==> config.mk <==
export PLATFORM = sky130hd
export DESIGN_NAME = seq_monitor
export DESIGN_NICKNAME = d
export VERILOG_FILES = /design/src/rtl/seq_monitor.sv
export SDC_FILE = /design/constraint.sdc
export NUM_CORES = 1
export LEC_CHECK = 0
export CAP_MARGIN = 30
export CORE_UTILIZATION = 40
export CTS_BUF_LIST = sky130_fd_sc_hd__clkbuf_2
export DETAILED_ROUTE_END_ITERATION = 16
export PLACE_DENSITY = 0.75
export SETUP_SLACK_MARGIN = 0.05
export SLEW_MARGIN = 25
export SYNTH_ARGS = -nofsm -noshare
export SYNTH_HDL_FRONTEND = slang
export SYNTH_SLANG_ARGS = --single-unit
export TNS_END_PERCENT = 50
==> constraint.sdc <==
create_clock -name clk -period 2.2 [get_ports clk]
set_input_delay 0.44 -clock clk [delete_from_list [all_inputs] [get_ports clk]]
set_output_delay 0.44 -clock clk [all_outputs]
set_load 0.05 [all_outputs]
==> src/rtl/seq_monitor.sv <==
// Sequence monitor for an upstream 3-bit counter: acquires lock after LOCK_CNT legal
// transitions, then flags, counts and latches successor mismatches.
module seq_monitor #(
    parameter int unsigned LOCK_CNT = 3,
    parameter int unsigned ERR_W    = 8
) (
    input  logic             clk,
    input  logic             clr,
    input  logic             en,
    input  logic             load_en,
    input  logic [2:0]       data_in,
    input  logic             err_clr,
    output logic             locked,
    output logic             err,
    output logic             err_sticky,
    output logic [ERR_W-1:0] err_cnt,
    output logic [7:0]       loop_cnt,
    output logic [1:0]       state
);

    typedef enum logic [1:0] {
        StIdle   = 2'b00,
        StAcq    = 2'b01,
        StLocked = 2'b10
    } state_e;

    localparam logic [2:0]       LockCnt = 3'(LOCK_CNT);
    localparam logic [ERR_W-1:0] ErrMax  = '1;

    state_e           state_q, state_d;
    logic [2:0]       prev_q, prev_d;
    logic [2:0]       match_q, match_d;
    logic             locked_q, locked_d;
    logic             err_q, err_d;
    logic             sticky_q, sticky_d;
    logic [ERR_W-1:0] cnt_q, cnt_d;
    logic [7:0]       loop_q, loop_d;
    logic [2:0]       match_inc;
    logic             is_succ;

    function automatic logic [2:0] succ(input logic [2:0] p);
        logic [2:0] s;
        case (p)
            3'b000:  s = 3'b110;
            3'b001:  s = 3'b110;
            3'b010:  s = 3'b111;
            3'b011:  s = 3'b000;
            3'b100:  s = 3'b111;
            3'b101:  s = 3'b010;
            3'b110:  s = 3'b100;
            default: s = 3'b011;
        endcase
        return s;
    endfunction

    assign match_inc = match_q + 3'd1;
    assign is_succ   = (data_in == succ(prev_q));

    always_comb begin
        state_d  = state_q;
        prev_d   = prev_q;
        match_d  = match_q;
        err_d    = 1'b0;
        sticky_d = sticky_q;
        cnt_d    = cnt_q;
        loop_d   = loop_q;

        // Clear first so a same-edge locked mismatch still counts as the first new error.
        if (err_clr) begin
            sticky_d = 1'b0;
            cnt_d    = '0;
        end

        if (load_en) begin
            state_d = StIdle;
            match_d = 3'd0;
        end else if (en) begin
            prev_d = data_in;
            case (state_q)
                StIdle: begin
                    match_d = 3'd0;
                    state_d = StAcq;
                end
                StAcq: begin
                    if (!is_succ) begin
                        match_d = 3'd0;
                    end else if (match_inc == LockCnt) begin
                        match_d = 3'd0;
                        state_d = StLocked;
                    end else begin
                        match_d = match_inc;
                    end
                end
                StLocked: begin
                    if (is_succ) begin
                        if (data_in == 3'b000) begin
                            loop_d = loop_q + 8'd1;
                        end
                    end else begin
                        err_d    = 1'b1;
                        sticky_d = 1'b1;
                        cnt_d    = (cnt_d == ErrMax) ? cnt_d : cnt_d + 1'b1;
                        match_d  = 3'd0;
                        state_d  = StAcq;
                    end
                end
                default: begin
                    match_d = 3'd0;
                    state_d = StIdle;
                end
            endcase
        end

        locked_d = (state_d == StLocked);
    end

    always_ff @(posedge clk or posedge clr) begin
        if (clr) begin
            state_q  <= StIdle;
            prev_q   <= 3'd0;
            match_q  <= 3'd0;
            locked_q <= 1'b0;
            err_q    <= 1'b0;
            sticky_q <= 1'b0;
            cnt_q    <= '0;
            loop_q   <= 8'd0;
        end else begin
            state_q  <= state_d;
            prev_q   <= prev_d;
            match_q  <= match_d;
            locked_q <= locked_d;
            err_q    <= err_d;
            sticky_q <= sticky_d;
            cnt_q    <= cnt_d;
            loop_q   <= loop_d;
        end
    end

    assign locked     = locked_q;
    assign err        = err_q;
    assign err_sticky = sticky_q;
    assign err_cnt    = cnt_q;
    assign loop_cnt   = loop_q;
    assign state      = state_q;

endmodule
==> out/metrics.yaml, run 1 <==
grt_pass1_vias: 1329
seqPwrFrac: 0.616
n_antenna_cell: 0
synth_top_family_by_area: "simple AND/OR/NAND/NOR gates"
p_leak_nw: 1.00
synth.top_cell.area_share: 0.446
routabilityCongestion: 0.829
dr.pass1.iters: 4
synthTopCellsByArea: "dfrtp_1 (45%), mux2_2 (6.7%), xnor2_1 (5.2%), ha_1 (3.3%), nor2b_1 (2.9%)"
clkPwrFrac: 0.229
period_share: 0.950
ios: 29
root_buffer: "clkbuf_2"
worst-slew-pin-transition_ps: 534
critical_path.max_stage_delay_ps: 540
synth_xor_area_frac: 0.0521
htreeDepth: 1
synthAdderAreaFrac: 0.0331
yosysWarningCount: 0
synth-seq-cells: 27
synth_area_leader_cell: "dfrtp_1"
dieArea_um2: 4030
power_uw: 844
power.density_nw_per_um2: 405
worstPathCellList: "or4b_1 -> a21oi_2 -> buf_4 -> or3_1 -> a22o_1 -> mux2_2"
r2r-end: "match_q[1]"
min_path_type: "primary input to asynchronous set/reset pin"
drc: 0
dp_cells: 241
sw_frac_of_total: 0.265
fin_area_um2: 2080
syn_to_final_growth_pct: 37.7
antenna_found_initial: 0
wl_per_cell_um: 12.6
clk_pin_slew_ps: 250
hold_buffers: 0
r2r_slack_ps: 110
rsz0062_at_grt: "true"
finalNetCount: 214
die_w_um: 63.5
cts_tree: "yes"
cts_sinks: 27
drt-initial-drc-count: 58
synthArstFlopShare: 1.00
fin_skew_ps: 7.88
wl_met1_mm: 1.48
crit_arrival_ps: 2360
synth-compound-area-share: 0.106
coreArea_um2: 3470
place_area_um2: 2020
highest_layer: "met4"
synth-simple-area-share: 0.270
synth_edf_count: 0
seq_area_frac_synth: 0.446
vias: 1303
status: "completed"
std_cell_rows: 21
numCtsBuffers: 3
wl_met3_um: 129
maxCapViolCount: 0
slew-limit-headroom: 0.643
ys_types: 43
max_freq_mhz: 478
hold_violations: 0
final_common_cell: "dfrtp_1"
initial_utilization: 0.437
grt_pass1_wl_mm: 5.62
final.setup.worst_slack_ps: 109
port_buffers: 28
ant_nets: 0
wl_mm: 3.12
setup.worst_path.class: "register to register"
gr-total-overflow: 0
p_switching_uw: 224
drive_gt1_frac: 0.254
crit_slowest_cell: "or4b_1"
grt_usage: 0.172
intPower_uw: 621
worst_setup_path_start_kind: "register"
syn-num-nets: 157
r2r_start: "prev_q[0]"
clock_latency_ps: 350
final_cell_mix: "dfrtp_1 (27), buf_4 (26), clkdlybuf4s50_1 (20)"
slew_viol_final: 0
ys.flop_type: "dfrtp_1"
cp-end-kind: "register"
critPathMaxFanout: 6
r2r_cells: 6
syn_avg_cell_area_um2: 10.4
dp_slack_ps: -633
crit_family: "simple AND/OR/NAND/NOR gates"
worst-path-buf-inv: 1
place_hpwl_mm: 2.41
synthMuxAreaShare: 0.0669
viasPerCell: 5.28
grt_max_degree: 28
die_h_um: 63.5
finalCriticalPeriod_ps: 2090
required_ps: 2470
power_frac_comb: 0.155
finalSetupViolations: 0
synth.cell_area_um2: 1510
met2_length_mm: 1.48
irDropWorstVdd_uv: 265
instances_no_fill: 247
cts_buffer_depth: 2
netlist_instances: 145
state kept, by name (all words and copies together) (netlist names):
signal,count
loop_cnt,8
locked,1
err_cnt,8
err_sticky,1
state,2
prev_q,3
err,1
match_q,3
routing by layer:
metal / up-vias / GRT usage
li1: 641 / -
met1: 621 / 0.220
met2: 37 / 0.298
met3: 4 / 0.0272
met4: 0 / 0.0455
met5: - / 0
cell usage after synthesis, types with 4 or more instances:
library cell / number
a21oi_1: 4
nor2_1: 9
xnor2_1: 9
nand2b_1: 5
mux2_2: 9
and3_1: 5
nand2_1: 8
nor2b_1: 7
inv_1: 6
ha_1: 4
dfrtp_1: 27
nand3_1: 8
nand4_1: 5
per-stage QoR:
stage	hold slack, ps	util	TNS (ps)
detailed placement	469	0.582	-10380
CTS	409	0.589	0
global route	397	0.601	0
finish	407	0.601	0
global placement	465	0.581	-10260
floorplan	464	-	0
power groups by stage:
stage / clock [mW] / combinational, mW / sequential (mW)
after floorplan: 0 / 0.0634 / 0.533
after global placement: 0 / 0.122 / 0.528
after detailed placement: 0 / 0.126 / 0.529
after CTS: 0.199 / 0.125 / 0.521
after global routing: 0.220 / 0.142 / 0.522
final: 0.193 / 0.131 / 0.520
worst max-delay path by stage:
stage,slack (ps),to,start,depth (start not counted)
floorplan,140,match_q[0],data_in[2],6
global placement,-700,err_cnt[1],data_in[0],6
detailed placement,-630,err_cnt[1],data_in[0],7
CTS,50,state[0],state[0],2
global route,10,loop_cnt[2],loop_cnt[2],1
finish,110,match_q[1],prev_q[0],6
worst reg2reg max path, delay by kind of cell, from the launching register on:
kind | cells | cell delay [ps]
buf+inv | 1 | 150
compound gates | 2 | 370
simple gates | 2 | 670
mux | 1 | 350
flops | 1 | 470
logic make-up (layout without fill, tap and decap cells):
kind of cell | Yosys count | in the layout
XOR/XNOR | 9 | 9
adder cells (fa/ha/maj) | 4 | 4
multiplexers | 9 | 9
AO/OA/AOI/OAI | 19 | 19
AND/OR/NAND/NOR | 68 | 68
flip-flops | 27 | 27
buffers and inverters | 9 | 65
what timing repair did:
item / CTS / global route
setup buffers: 0 / 2
resized for setup: 4 / 8
setup endpoints to repair: 16 / 18
pin swaps: 0 / 2
cell type report:
type | instances | area (um^2)
well taps | 46 | 57.6
repair buffers | 55 | 488
flip-flops and latches | 27 | 676
inverters | 6 | 22.5
clock buffers | 4 | 20.0
multi-input cells | 109 | 821
fillers | 307 | 1380
Note: power is estimated with default switching activity, not from simulation.
==> run 2, diff against run 1 <==
==> constraint.sdc (replaced) <==
create_clock -name clk -period 2.5 [get_ports clk]
set_input_delay 0.5 -clock clk [delete_from_list [all_inputs] [get_ports clk]]
set_output_delay 0.5 -clock clk [all_outputs]
set_load 0.05 [all_outputs]
==> out/metrics.yaml, run 2 (synthesis gave the netlist of run 1 again) <==
ios: 29  # unchanged
slew-limit-headroom: 0.655  # was 0.643
numCtsBuffers: 3  # unchanged
startpoint: "data_in[0]"  # was prev_q[0]
port_buffers: 28  # unchanged
irDropWorstVdd_uv: 317  # was 265 uV
hold_buffers: 0  # unchanged
max_freq_mhz: 420
finalCriticalPeriod_ps: 2380
r2r_cells: 6  # unchanged
drive_gt1_frac: 0.208  # was 0.254
final.setup.worst_slack_ps: 121  # was 109 ps
power.density_nw_per_um2: 365  # was 405 nW/um^2
r2r-end: "locked"  # was match_q[1]
final_common_cell: "clkdlybuf4s50_1"  # was dfrtp_1
std_cell_rows: 21  # unchanged
viasPerCell: 5.38  # was 5.28
status: "completed"  # unchanged
r2r_start: "prev_q[0]"  # unchanged
postCtsSetupBuffers: 0  # unchanged
required_ps: 2770  # was 2470 ps
setup.worst_path.class: "primary input to register"  # was register to register
crit_arrival_ps: 2650  # was 2360 ps
cp-end-kind: "register"  # unchanged
dp_slack_ps: -357  # was -633 ps
drc: 0  # unchanged
worst-slew-pin-transition_ps: 516  # was 534 ps
grt_pass1_wl_mm: 5.57  # was 5.62 mm
fin_skew_ps: 9.44  # was 7.88 ps
grt_max_degree: 28  # unchanged
syn_to_final_growth_pct: 32.1  # was 37.7%
grt_usage: 0.171  # was 0.172
regArea_um2: 676  # unchanged
htreeDepth: 1  # unchanged
coreArea_um2: 3470  # unchanged
drt-initial-drc-count: 46  # was 58
root_buffer: "clkbuf_2"  # unchanged
cts_sinks: 27  # unchanged
finalCoreUtilization: 0.577  # was 0.601
grt_pass1_vias: 1304  # was 1329
p_leak_nw: 0.866  # was 1.00 nW
place_hpwl_mm: 2.44  # was 2.41 mm
wl_per_cell_um: 13.1  # was 12.6 um
dieArea_um2: 4030  # unchanged
min_path_type: "primary input to asynchronous set/reset pin"  # unchanged
n_antenna_cell: 0  # unchanged
worst_setup_path_start_kind: "primary input"  # was register
period_share: 0.952
die_h_um: 63.5  # unchanged
initial_utilization: 0.437  # unchanged
r2r_slack_ps: 370  # was 110 ps
clock_latency_ps: 340  # was 350 ps
routabilityCongestion: 0.816  # was 0.829
critPathMaxFanout: 9  # was 6
finalSetupViolations: 0  # unchanged
cts_tree: "yes"  # unchanged
slew_viol_final: 0  # unchanged
ant_nets: 0  # unchanged
final_cell_mix: "clkdlybuf4s50_1 (28), dfrtp_1 (27), buf_4 (17)"  # was dfrtp_1 (27), buf_4 (26), clkdlybuf4s50_1 (20)
die_w_um: 63.5  # unchanged
clk_pin_slew_ps: 240  # was 250 ps
cts_buffer_depth: 2  # unchanged
gr-total-overflow: 0  # unchanged
vias: 1280  # was 1303
fillers: 327  # was 307
power_uw: 729  # was 844 uW
rsz0062_at_grt: "false"  # was true
cp-endpoint: "loop_cnt[1]"  # was match_q[1]
hold_violations: 0  # unchanged
antenna_found_initial: 0  # unchanged
cts_resized: 1  # was 4
wl_mm: 3.12  # about the same
maxCapViolCount: 0  # unchanged
multi_input_area_um2: 806  # was 821 um^2
finalNetCount: 205  # was 214
dr.pass1.iters: 5  # was 4
run 2: changes by cell type in the layout (fill, tap and decap cells not counted), sizes merged:
cell           before  now
buf                27   17
clkdlybuf4s15       0    1
dlygate4sd2         3    0
dlymetal6s2s        5    0
clkdlybuf4s50      20   28
run 2: cell type report:
type,count,area share
Sequential cell,27,0.338
Clock buffer,4,0.0100
Tap cell,46,0.0288
Timing Repair Buffer,46,0.210
Inverter,6,0.0113
Multi-Input combinational cell,109,0.403
run 2: worst min path at each step:
stage | from | end | cells after the start
4_1_cts | clr | loop_cnt[0] | 3
3_3_place_gp | loop_cnt[7] | loop_cnt[7] | 1
2_1_floorplan | match_q[2] | match_q[2] | 1
6_report | clr | loop_cnt[0] | 3
3_5_place_dp | loop_cnt[7] | loop_cnt[7] | 1
5_1_grt | clr | loop_cnt[7] | 3
run 2: critical path, stage by stage:
cell and delay [ps]:
clkdlybuf4s50_1 610, nand4bb_1 220, a311oi_4 120, buf_4 160, or3_1 400, buf_4 170
nand3_1 120, mux2_2 350
run 2: per-layer routing:
layer	part of all wire	routed length (um)	vias up	GRT usage
li1	-	-	624	-
met1	0.45	1400	624	0.203
met2	0.49	1540	26	0.309
met3	0.039	121	6	0.0272
met4	0.020	62	0	0.0625
met5	0	0	-	0
run 2: power by group:
group / total, mW / switching, mW / internal, mW
clock: 0.163 / 0.121 / 0.0422
combinational: 0.106 / 0.0536 / 0.0528
sequential: 0.460 / 0.0135 / 0.446
run 2: stage by stage:
stage | hold slack (ps) | cells | area [um^2] | TNS [ps]
finish | 460 | 238 | 2000 | 0
global route | 484 | 238 | 2000 | 0
CTS | 456 | 238 | 2000 | 0
detailed placement | 466 | 234 | 1970 | -3900
global placement | 465 | 233 | 1960 | -4840
floorplan | 464 | 145 | 1510 | 0
